==> src/rtl/aes_pkg.sv <==
// -----------------------------------------------------------------------------
// aes_pkg
// Shared definitions for the iterative AES round sequencer:
//   - aes_seq_state_t : sequencer FSM state encoding
//   - NR_AES128/256   : round counts for 128-bit and 256-bit keys
//   - RND_W           : width of the round index / key index
// -----------------------------------------------------------------------------
package aes_pkg;

    localparam int RND_W = 4;

    localparam logic [RND_W-1:0] NR_AES128 = 4'd10;
    localparam logic [RND_W-1:0] NR_AES256 = 4'd14;

    typedef enum logic [1:0] {
        IDLE  = 2'd0,
        ISSUE = 2'd1,
        WAIT  = 2'd2,
        DONE  = 2'd3
    } aes_seq_state_t;

endpackage

==> src/rtl/aes_round_sequencer.sv <==
// -----------------------------------------------------------------------------
// aes_round_sequencer
// Iterative AES encryption controller. Accepts one plaintext block, applies the
// initial AddRoundKey itself, then issues one round at a time to an external
// single-round datapath and returns the ciphertext over a valid/ready port.
//
// Optional feature macro: AES_SEQ_KEY256_EN
//   defined   : in_key_len selects 10 (AES-128) or 14 (AES-256) rounds
//   undefined : in_key_len ignored, always 10 rounds
//
// Ports:
//   clk, rst            clock, asynchronous active-low reset
//   in_valid/in_ready   plaintext handshake, in_data plaintext, in_key_len
//   key_idx/key_data    round-key lookup (key_data combinational on key_idx)
//   dp_valid_out        one-cycle round issue, dp_state_out state, dp_final
//   dp_valid_in         datapath result strobe, dp_state_in result
//   out_valid/out_ready ciphertext handshake, out_data ciphertext
// -----------------------------------------------------------------------------
module aes_round_sequencer
    import aes_pkg::*;
#(
    parameter int DATA_WIDTH = 128,
    parameter int ROUND_LAT  = 1
) (
    input  logic                  clk,
    input  logic                  rst,
    input  logic                  in_valid,
    output logic                  in_ready,
    input  logic [DATA_WIDTH-1:0] in_data,
    input  logic                  in_key_len,
    output logic [RND_W-1:0]      key_idx,
    input  logic [127:0]          key_data,
    output logic                  dp_valid_out,
    output logic [DATA_WIDTH-1:0] dp_state_out,
    output logic                  dp_final,
    input  logic                  dp_valid_in,
    input  logic [DATA_WIDTH-1:0] dp_state_in,
    output logic                  out_valid,
    input  logic                  out_ready,
    output logic [DATA_WIDTH-1:0] out_data
);

    // The sequencer waits on dp_valid_in, so its timing adapts to any datapath
    // latency; ROUND_LAT only characterises the attached datapath.
    if (ROUND_LAT < 1) begin : g_round_lat_check
        $error("ROUND_LAT must be at least 1");
    end

    aes_seq_state_t          fsm_reg;
    logic [DATA_WIDTH-1:0]   state_reg;
    logic [RND_W-1:0]        rnd_reg;
    logic [RND_W-1:0]        rnd_next;
    logic [RND_W-1:0]        nr;
    logic                    in_ready_reg;
    logic                    dp_valid_out_reg;
    logic                    dp_final_reg;
    logic                    out_valid_reg;

`ifdef AES_SEQ_KEY256_EN
    logic [RND_W-1:0]        nr_reg;
    assign nr = nr_reg;
`else
    logic                    unused_key_len;
    assign nr             = NR_AES128;
    assign unused_key_len = in_key_len;
`endif

    assign rnd_next = rnd_reg + RND_W'(1);

    always_ff @(posedge clk or negedge rst) begin
        if (!rst) begin
            fsm_reg          <= IDLE;
            state_reg        <= '0;
            rnd_reg          <= '0;
            in_ready_reg     <= 1'b0;
            dp_valid_out_reg <= 1'b0;
            dp_final_reg     <= 1'b0;
            out_valid_reg    <= 1'b0;
`ifdef AES_SEQ_KEY256_EN
            nr_reg           <= NR_AES128;
`endif
        end else begin
            // Issue strobe and final flag live for the single ISSUE cycle only.
            dp_valid_out_reg <= 1'b0;
            dp_final_reg     <= 1'b0;
            case (fsm_reg)
                IDLE: begin
                    if (in_valid && in_ready_reg) begin
                        // Initial AddRoundKey with round key 0 (key_idx is 0 here).
                        state_reg        <= in_data ^ DATA_WIDTH'(key_data);
                        rnd_reg          <= RND_W'(1);
                        in_ready_reg     <= 1'b0;
                        dp_valid_out_reg <= 1'b1;
                        fsm_reg          <= ISSUE;
`ifdef AES_SEQ_KEY256_EN
                        nr_reg           <= in_key_len ? NR_AES256 : NR_AES128;
`endif
                        // nr is at least 10, so round 1 is never the final round.
                    end else begin
                        // in_ready rises one cycle after reset release.
                        in_ready_reg <= 1'b1;
                    end
                end
                ISSUE: begin
                    fsm_reg <= WAIT;
                end
                WAIT: begin
                    if (dp_valid_in) begin
                        state_reg <= dp_state_in;
                        if (rnd_reg == nr) begin
                            fsm_reg       <= DONE;
                            out_valid_reg <= 1'b1;
                        end else begin
                            rnd_reg          <= rnd_next;
                            fsm_reg          <= ISSUE;
                            dp_valid_out_reg <= 1'b1;
                            dp_final_reg     <= (rnd_next == nr);
                        end
                    end
                end
                DONE: begin
                    if (out_ready) begin
                        fsm_reg       <= IDLE;
                        out_valid_reg <= 1'b0;
                        in_ready_reg  <= 1'b1;
                        rnd_reg       <= '0;
                    end
                end
                default: begin
                    fsm_reg <= IDLE;
                end
            endcase
        end
    end

    // Every output is a register; key_idx tracks the round index, which is 0
    // in IDLE and held through ISSUE/WAIT of each round.
    assign in_ready     = in_ready_reg;
    assign key_idx      = rnd_reg;
    assign dp_valid_out = dp_valid_out_reg;
    assign dp_state_out = state_reg;
    assign dp_final     = dp_final_reg;
    assign out_valid    = out_valid_reg;
    assign out_data     = state_reg;

endmodule

==> config.mk <==
export PLATFORM = sky130hd
export DESIGN_NAME = aes_round_sequencer
export DESIGN_NICKNAME = d
export VERILOG_FILES = /design/src/rtl/aes_pkg.sv /design/src/rtl/aes_round_sequencer.sv
export SDC_FILE = /design/constraint.sdc
export NUM_CORES = 1
export LEC_CHECK = 0
export ABC_AREA = 1
export CAP_MARGIN = 40
export CORE_AREA = 2 2 253 255
export CTS_BUF_LIST = sky130_fd_sc_hd__clkbuf_16
export CTS_CLUSTER_SIZE = 20
export DETAILED_ROUTE_END_ITERATION = 10
export DIE_AREA = 0 0 255 257
export PLACE_DENSITY_LB_ADDON = 0.15
export SETUP_SLACK_MARGIN = 0.02
export SKIP_CTS_REPAIR_TIMING = 1
export SLEW_MARGIN = 0
export SYNTH_ARGS = -nofsm -noshare
export SYNTH_HDL_FRONTEND = slang
export SYNTH_SLANG_ARGS = --single-unit
==> constraint.sdc <==
create_clock -name clk -period 3.65 [get_ports clk]
set_clock_uncertainty 0.15 [all_clocks]
set_input_delay 0.73 -clock clk [delete_from_list [all_inputs] [get_ports clk]]
set_output_delay 0.73 -clock clk [all_outputs]
set_load 0.05 [all_outputs]
==> results of run 1 <==
[kinds of logic (layout without fill, tap and decap cells)]
family,Yosys count,count (layout),share of synthesized area [%]
buffers and inverters,324,842,20.3
flip-flops,138,138,37.7
other,0,1,0
XOR/XNOR,1,1,0.0957
adder cells (fa/ha/maj),3,3,0.410
AO/OA/AOI/OAI,261,261,17.8
AND/OR/NAND/NOR,566,566,23.7
[through the flow]
stage,cell area (sq um),worst slack [ns]
after detailed placement,15700,0.929
after global routing,16200,0.713
after floorplan,9160,1.87
final,16200,0.841
after CTS,16200,0.692
after global placement,15700,0.978
[cell usage after synthesis]
cell      count  area [sq um]
buf_2        19          95.1
buf_4       155          1160
buf_6         5          56.3
clkbuf_1      6          22.5
dfrtp_1     138          3450
ha_1          3          37.5
inv_1       136           510
inv_2         3          11.3
nand2_1     412          1550
nand2_2       1          6.26
nand2_4       2          22.5
nand3_1       7          35.0
nand3_2       1          10.0
nand4_1       1          6.26
nor2_1      140           526
nor2_2        1          6.26
nor2_4        1          11.3
o211ai_1    128           961
o21ai_0     115           576
o21ai_1      18          90.1
xnor2_1       1          8.76
[path summary, 6_finish.rpt]
kind                             startpoint                 to  slack [ns]
setup / recovery           dp_state_out[80]   dp_state_out[80]        0.84
max in group asynchronous               rst   dp_state_out[40]        2.46
hold / removal                          rst  dp_state_out[126]        0.12
hold reg to reg                   out_valid          out_valid        0.34
setup reg to reg                 fsm_reg[0]         key_idx[1]        1.33
min in group clk                  out_valid          out_valid        0.34
[per-layer routing]
layer	routed length (microns)	up-vias	global-route usage (%)
met5	0	-	0
met3	2630	22	3.29
li1	-	5012	-
met2	22900	295	24.2
met4	465	0	3.74
met1	17600	4526	14.7
[layout make-up]
type                    instances  share of cell area (%)
clock buffers                  17                    2.62
inverters                     139                    3.23
well taps                     846                    6.52
flip-flops and latches        138                    21.3
clock inverters                15                   0.979
diodes                          1                  0.0154
multi-input cells             831                    23.7
repair buffers                671                    41.6
[report_power, final]
group / internal, W / leakage [nW] / switching [W]
Combinational: 0.00349 / 5.56 / 0.00734
Clock: 0.00106 / 0.284 / 0.000778
Sequential: 0.00229 / 1.69 / 0.000863
==> impl_metrics.tcl, run 1 <==
set metrics [dict create \
    grt_use_total_pct 13.1 \
    tightest_slew_ns 0.674 \
    avgSynthCellArea_sq_um 7.08 \
    syn_to_final_growth_pct 77.4 \
    r2r_cells 8 \
    drt_pass1_iterations 5 \
    drv_slew 0 \
    hold_class "in -> async" \
    placed_cells 2625 \
    cp-start-kind "flip-flop" \
    clkSlewWorstSetupHoldPaths_ns 0.07 \
    drt_iter0_drc 352 \
    maxSlewHeadroom_pct 55.1 \
    num_rows 92 \
    antenna_found_initial 1 \
    placeableCoreArea_sq_um 62700 \
    setup-violations-final 0 \
    synth_cell_type_count 21 \
    cap_violations 0 \
    worst-endpoint-required_ns 2.77 \
    largest_reg_flops 128 \
    finalHoldViolCount 0 \
    cts_buffer_depth 2 \
    p_per_area_nw_per_um2 974 \
    fin_util_pct 25.9 \
    dpl.hpwl_mm 33.7 \
    crit_type "reg -> out" \
    p_total_w 0.0158 \
    final_common_cell "clkdlybuf4s50_1" \
    cts_root_buffer "clkbuf_16" \
    cts_made_buffers 17 \
    fin_crit_ns 2.81 \
    grt_pass1_vias 9906 \
    clkLatencyLatePin_ns 0.47 \
    drcViolationCount 0 \
    netlist_instances 1293 \
    cp_data_arrival_time_ns 1.93 \
    yosysWarnings 0 \
    cts.htree.levels 4 \
    final_cell_mix "clkdlybuf4s50_1, nand2_1, nor2_1" \
    totalWireLength_mm 43.6 \
    grt_pass1_wl_mm 63.2 \
    max_freq_ghz 0.356 \
    rsz0062_at_grt "false" \
    layout-drive-gt1-share_pct 3.09 \
    io_pins 654 \
    start_util_pct 14.6 \
    cp_top_family "buffers and inverters" \
    ys_seq_area_share_pct 37.7 \
    grt-ovfl-total 0 \
    fin_tns_setup_ns 0 \
    ys_ff_latch 138 \
    endpoint_kind "output pin" \
    synth_fp_nets 1686 \
    peakVddDrop_v 0.000545 \
    timing.hold.ws_ns 0.125 \
    wl_per_cell_microns 16.4 \
    path_max_fanout 3 \
    cp.depth 1 \
    final.period_utilization_pct 77.0 \
    stdcell_count 2658 \
    netlist_area_sq_um 9160 \
    max_stage_delay_ns 0.94 \
    drt-vias-per-instance 3.71 \
    path_buf_inv 1 \
    status "finished, final reports clean" \
    crit_chain "clkdlybuf4s50_1" \
    die_w_microns 255 \
    die_h_microns 257 \
    die_area_sq_um 65500 \
    multiInputGateArea_sq_um 3860 \
    tritoncts "done" \
    vias 9855 \
    gp_congestion 0.772 \
    grt_max_degree 94 \
    final-seq-area_sq_um 3450 \
    crit_path_top_delay_cell "clkdlybuf4s50_1" \
    p_leak_nw 7.54 \
    clock_sinks 138 \
    numPortBuffers 652 \
    ant_nets 0 \
    fill_cells 6805 \
    final_nets 2191 \
]
Note: power is estimated with default switching activity, not from simulation.
==> run 2: changes to the inputs <==
--- a/config.mk
+++ b/config.mk
@@ -7,11 +7,11 @@
 export LEC_CHECK = 0
 export ABC_AREA = 1
 export CAP_MARGIN = 40
-export CORE_AREA = 2 2 253 255
+export CORE_AREA = 2 2 252 254
 export CTS_BUF_LIST = sky130_fd_sc_hd__clkbuf_16
 export CTS_CLUSTER_SIZE = 20
 export DETAILED_ROUTE_END_ITERATION = 10
-export DIE_AREA = 0 0 255 257
+export DIE_AREA = 0 0 254 256
 export PLACE_DENSITY_LB_ADDON = 0.15
 export SETUP_SLACK_MARGIN = 0.02
 export SKIP_CTS_REPAIR_TIMING = 1
==> constraint.sdc (replaced) <==
create_clock -name clk -period 2.4 [get_ports clk]
set_clock_uncertainty 0.15 [all_clocks]
set_input_delay 0.48 -clock clk [delete_from_list [all_inputs] [get_ports clk]]
set_output_delay 0.48 -clock clk [all_outputs]
set_load 0.05 [all_outputs]
==> impl_metrics.tcl, run 2 (synthesis gave the netlist of run 1 again) <==
set metrics [dict create \
    path_buf_inv 1 \
    ant_nets 0 \
    wl_per_cell_microns 16.1 \
    max_freq_ghz 0.422 \
    cts_made_buffers 17 \
    totalWireLength_mm 43.2 \
    cts_buffer_depth 2 \
    r2r_cells 7 \
    crit_chain "clkdlybuf4s50_1" \
    die_area_sq_um 65000 \
    final_common_cell "clkdlybuf4s50_1" \
    syn_to_final_growth_pct 84.9 \
    clock_sinks 138 \
    rsz0062_at_grt "true" \
    die_w_microns 254 \
    final_cell_mix "clkdlybuf4s50_1, nand2_1, dlymetal6s2s_1" \
    final_nets 2214 \
    tightest_slew_ns 0.581 \
    reg2reg_from "fsm_reg[0]" \
    gp_congestion 0.774 \
    hold_class "reg -> reg" \
    layout-drive-gt1-share_pct 4.80 \
    antenna_cells 0 \
    worst-endpoint-required_ns 1.77 \
    status "finished, final reports clean" \
    grt_use_total_pct 13.0 \
    cp-start-kind "flip-flop" \
    endpoint_kind "output pin" \
    peakVddDrop_v 0.000605 \
    grt_max_degree 75 \
    grt-ovfl-total 0 \
    clkLatencyLatePin_ns 0.46 \
    cp.depth 1 \
    vias 9945 \
    design_area_sq_um 16900 \
    p_leak_nw 9.69 \
    drcViolationCount 0 \
    clkSlewWorstSetupHoldPaths_ns 0.07 \
    drt-vias-per-instance 3.71 \
    io_pins 654 \
    max_stage_delay_ns 0.84 \
    cts_root_buffer "clkbuf_16" \
    path_max_fanout 3 \
    dpl.hpwl_mm 34.0 \
    cp-endpoint "dp_state_out[44]" \
    drv_slew 0 \
    cap_violations 0 \
    finalHoldViolCount 0 \
    numPortBuffers 652 \
    placeableCoreArea_sq_um 62400 \
    fin_crit_ns 2.37 \
    worst_r2r_endpoint "dp_state_out[118]" \
    timing.hold.ws_ns 0.353 \
    hold_depth 2 \
    num_rows 92 \
    maxSlewHeadroom_pct 61.2 \
    p_per_area_nw_per_um2 1440 \
    start_util_pct 14.7 \
    crit_type "reg -> out" \
    die_h_microns 256 \
    placed_cell_area_sq_um 15800 \
    antenna_found_initial 2 \
    crit_path_top_delay_cell "clkdlybuf4s50_1" \
    drt_pass1_iterations 4 \
    drt_iter0_drc 338 \
    cts.htree.levels 4 \
    grt_pass1_wl_mm 62.8 \
    r2r_setup_slack_ns 0.42 \
    critPathLaunch "dp_state_out[44]" \
    setup-violations-final 0 \
    largest_reg_flops 128 \
    tritoncts "done" \
    cp_top_family "buffers and inverters" \
    grt_pass1_vias 9786 \
    final.period_utilization_pct 98.8 \
    cp_data_arrival_time_ns 1.74 \
]
## run 2: cell types whose count changed in the layout (fill, tap and decap cells not counted)
cell / change
clkinvlp_4: -1
dlygate4sd3_1: +1
clkinv_1: -2
bufinv_16: +2
inv_1: -1
clkinv_2: -1
inv_6: +3
buf_12: +2
diode_2: -1
buf_4: +27
dlymetal6s2s_1: +178
clkdlybuf4s50_1: -185
## run 2: per-stage QoR
stage / TNS, ns / setup WS (ns) / util [%] / std cells / power [W]
finish: 0 / 0.0283 / 27.1 / 2680 / 0.0243
global route: -0.0670 / -0.0341 / 27.1 / 2680 / 0.0256
CTS: -1.88 / -0.0956 / 26.4 / 2679 / 0.0249
detailed placement: 0 / 0.218 / 25.4 / 2647 / 0.0217
global placement: 0 / 0.256 / 25.4 / 2647 / 0.0216
floorplan: 0 / 0.626 / - / 1293 / 0.0165
## run 2: routing by layer
layer / wire length (microns) / global-route usage, % / up-vias / share of wire (%)
met5: 23 / 0 / - / 0.053
met4: 555 / 3.61 / 4 / 1.3
met3: 2670 / 3.35 / 29 / 6.2
met2: 23000 / 24.1 / 299 / 53
met1: 16900 / 14.6 / 4547 / 39
li1: - / - / 5066 / -
## run 2: power breakdown
group          switching (W)  internal, W
Sequential           0.00124      0.00348
Combinational         0.0112      0.00531
Clock                0.00120      0.00185
Total                 0.0136       0.0106
## run 2: final cells by class
cell class	count	area, sq um
Multi-Input combinational cell	831	3860
Tap cell	846	1060
Clock buffer	17	425
Timing Repair Buffer	694	7390
Inverter	139	524
Sequential cell	138	3450
Fill cell	6822	45500
Clock inverter	15	221
## run 2: worst min path at each step
stage | startpoint | endpoint | slack, ns
after detailed placement | out_valid | out_valid | 0.33
after floorplan | rst | dp_final | 0.03
final | out_valid | out_valid | 0.35
after global placement | out_valid | out_valid | 0.32
after CTS | rst | dp_state_out[104] | -0.18
after global routing | out_valid | out_valid | 0.39
## run 2: tightest hold or removal path: cells and delay by family (launching register included)
family | cells | cell delay (ns)
AND/OR/NAND/NOR | 2 | 0.11
flip-flops | 1 | 0.36
==> run 3: changes to the inputs <==
--- a/config.mk
+++ b/config.mk
@@ -12,6 +12,7 @@
 export CTS_CLUSTER_SIZE = 20
 export DETAILED_ROUTE_END_ITERATION = 10
 export DIE_AREA = 0 0 254 256
+export MAX_ROUTING_LAYER = met4
 export PLACE_DENSITY_LB_ADDON = 0.15
 export SETUP_SLACK_MARGIN = 0.02
 export SKIP_CTS_REPAIR_TIMING = 1
==> impl_metrics.tcl, run 3 (synthesis gave the netlist of run 1 again) <==
set metrics [dict create \
    design_area_sq_um 16900 \
    path_max_fanout 3 \
    clock_sinks 138 \
    final-seq-area_sq_um 3450 \
    crit_chain "clkdlybuf4s50_1" \
    multiInputGateArea_sq_um 3860 \
    clkPwrFrac_pct 12.6 \
    p_total_w 0.0243 \
    grt_use_total_pct 13.4 \
    power.internal_w 0.0106 \
    cp.depth 1 \
    finalHoldViolCount 0 \
    hold_depth 2 \
    swShare_pct 56.2 \
    totalWireLength_mm 43.1 \
    largest_reg_flops 128 \
    placed_cell_area_sq_um 15800 \
    start_util_pct 14.7 \
    drt_iter0_drc 362 \
    clkLatencyLatePin_ns 0.46 \
    vias 9972 \
    cap_violations 0 \
    drt-vias-per-instance 3.72 \
    cts_root_buffer "clkbuf_16" \
    setup-violations-final 0 \
    gp_congestion 0.785 \
    drv_slew 0 \
    fin_crit_ns 2.37 \
    die_h_microns 256 \
    grt_pass1_vias 9811 \
    worst-endpoint-required_ns 1.77 \
    fill_cells 6820 \
    worst_r2r_endpoint "dp_state_out[118]" \
    maxSlewHeadroom_pct 61.0 \
    num_rows 92 \
    r2r_setup_slack_ns 0.42 \
    grt_pass1_wl_mm 62.7 \
    tritoncts "done" \
    status "finished, final reports clean" \
    endpoint_kind "output pin" \
    p_seq_share_pct 19.5 \
    syn_to_final_growth_pct 85.0 \
    layout-drive-gt1-share_pct 4.80 \
    max_stage_delay_ns 0.84 \
    cp-start-kind "flip-flop" \
    io_pins 654 \
    p_per_area_nw_per_um2 1430 \
    final_common_cell "clkdlybuf4s50_1" \
    drcViolationCount 0 \
    crit_path_top_delay_cell "clkdlybuf4s50_1" \
    crit_type "reg -> out" \
    hold_class "reg -> reg" \
    final_cell_mix "clkdlybuf4s50_1, nand2_1, dlymetal6s2s_1" \
    die_w_microns 254 \
    grt-ovfl-total 0 \
    drt_pass1_iterations 4 \
    critPathLaunch "dp_state_out[44]" \
    reg2reg_from "fsm_reg[0]" \
    cts_buffer_depth 2 \
    die_area_sq_um 65000 \
    cp_data_arrival_time_ns 1.74 \
    cts.htree.levels 4 \
    clkSlewWorstSetupHoldPaths_ns 0.07 \
    final.period_utilization_pct 98.8 \
    max_freq_ghz 0.422 \
    dpl.hpwl_mm 34.0 \
    tightest_slew_ns 0.585 \
    placeableCoreArea_sq_um 62400 \
    peakVddDrop_v 0.000605 \
    cts_made_buffers 17 \
    path_buf_inv 1 \
    cp_top_family "buffers and inverters" \
    ant_nets 0 \
    numPortBuffers 652 \
    timing.hold.ws_ns 0.350 \
    final_nets 2214 \
    r2r_cells 7 \
    wl_per_cell_microns 16.1 \
    rsz0062_at_grt "true" \
    cp-endpoint "dp_state_out[44]" \
    comb_power_share_pct 68.0 \
    antenna_found_initial 2 \
    grt_max_degree 75 \
    p_sw_w 0.0137 \
    p_leak_nw 9.71 \
]
[run 3: cell count changes in the layout (fill, tap and decap cells not counted), sizes merged]
| cell | previous run | this run |
|---|---|---|
| diode | 0 | 2 |
| dlymetal6s2s | 178 | 180 |
| clkdlybuf4s50 | 466 | 464 |
[run 3: layout make-up]
class                   instances  area share, %
inverters                     139           3.10
multi-input cells             831           22.8
clock buffers                  17           2.51
repair buffers                694           43.6
clock inverters                15           1.31
diodes                          2         0.0296
flip-flops and latches        138           20.4
well taps                     846           6.25
[run 3: worst min path at each step]
stage | from | endpoint
detailed placement | out_valid | out_valid
CTS | rst | dp_state_out[104]
global route | out_valid | out_valid
global placement | out_valid | out_valid
floorplan | rst | dp_final
finish | out_valid | out_valid
[run 3: layer usage]
metal / routed length (microns) / up-vias / GRT usage, %
li1: - / 5066 / -
met1: 16900 / 4569 / 14.6
met2: 23000 / 311 / 24.1
met3: 2620 / 26 / 3.20
met4: 556 / 0 / 3.61
met5: 0 / - / -
[run 3: stage by stage]
stage               setup WS (ns)  instances  setup TNS, ns  util (%)
floorplan                   0.626       1293              0         -
global placement            0.256       2647              0      25.4
detailed placement          0.218       2647              0      25.4
CTS                       -0.0956       2679          -1.88      26.4
global route              -0.0356       2682        -0.0701      27.1
finish                     0.0280       2682              0      27.1
[run 3: power groups by stage]
stage	registers, W	logic, W	clock network, W
2_1_floorplan	0.00817	0.00834	0
3_3_place_gp	0.00485	0.0168	0
3_5_place_dp	0.00488	0.0168	0
4_1_cts	0.00486	0.0168	0.00320
5_1_grt	0.00492	0.0174	0.00329
6_report	0.00473	0.0165	0.00305
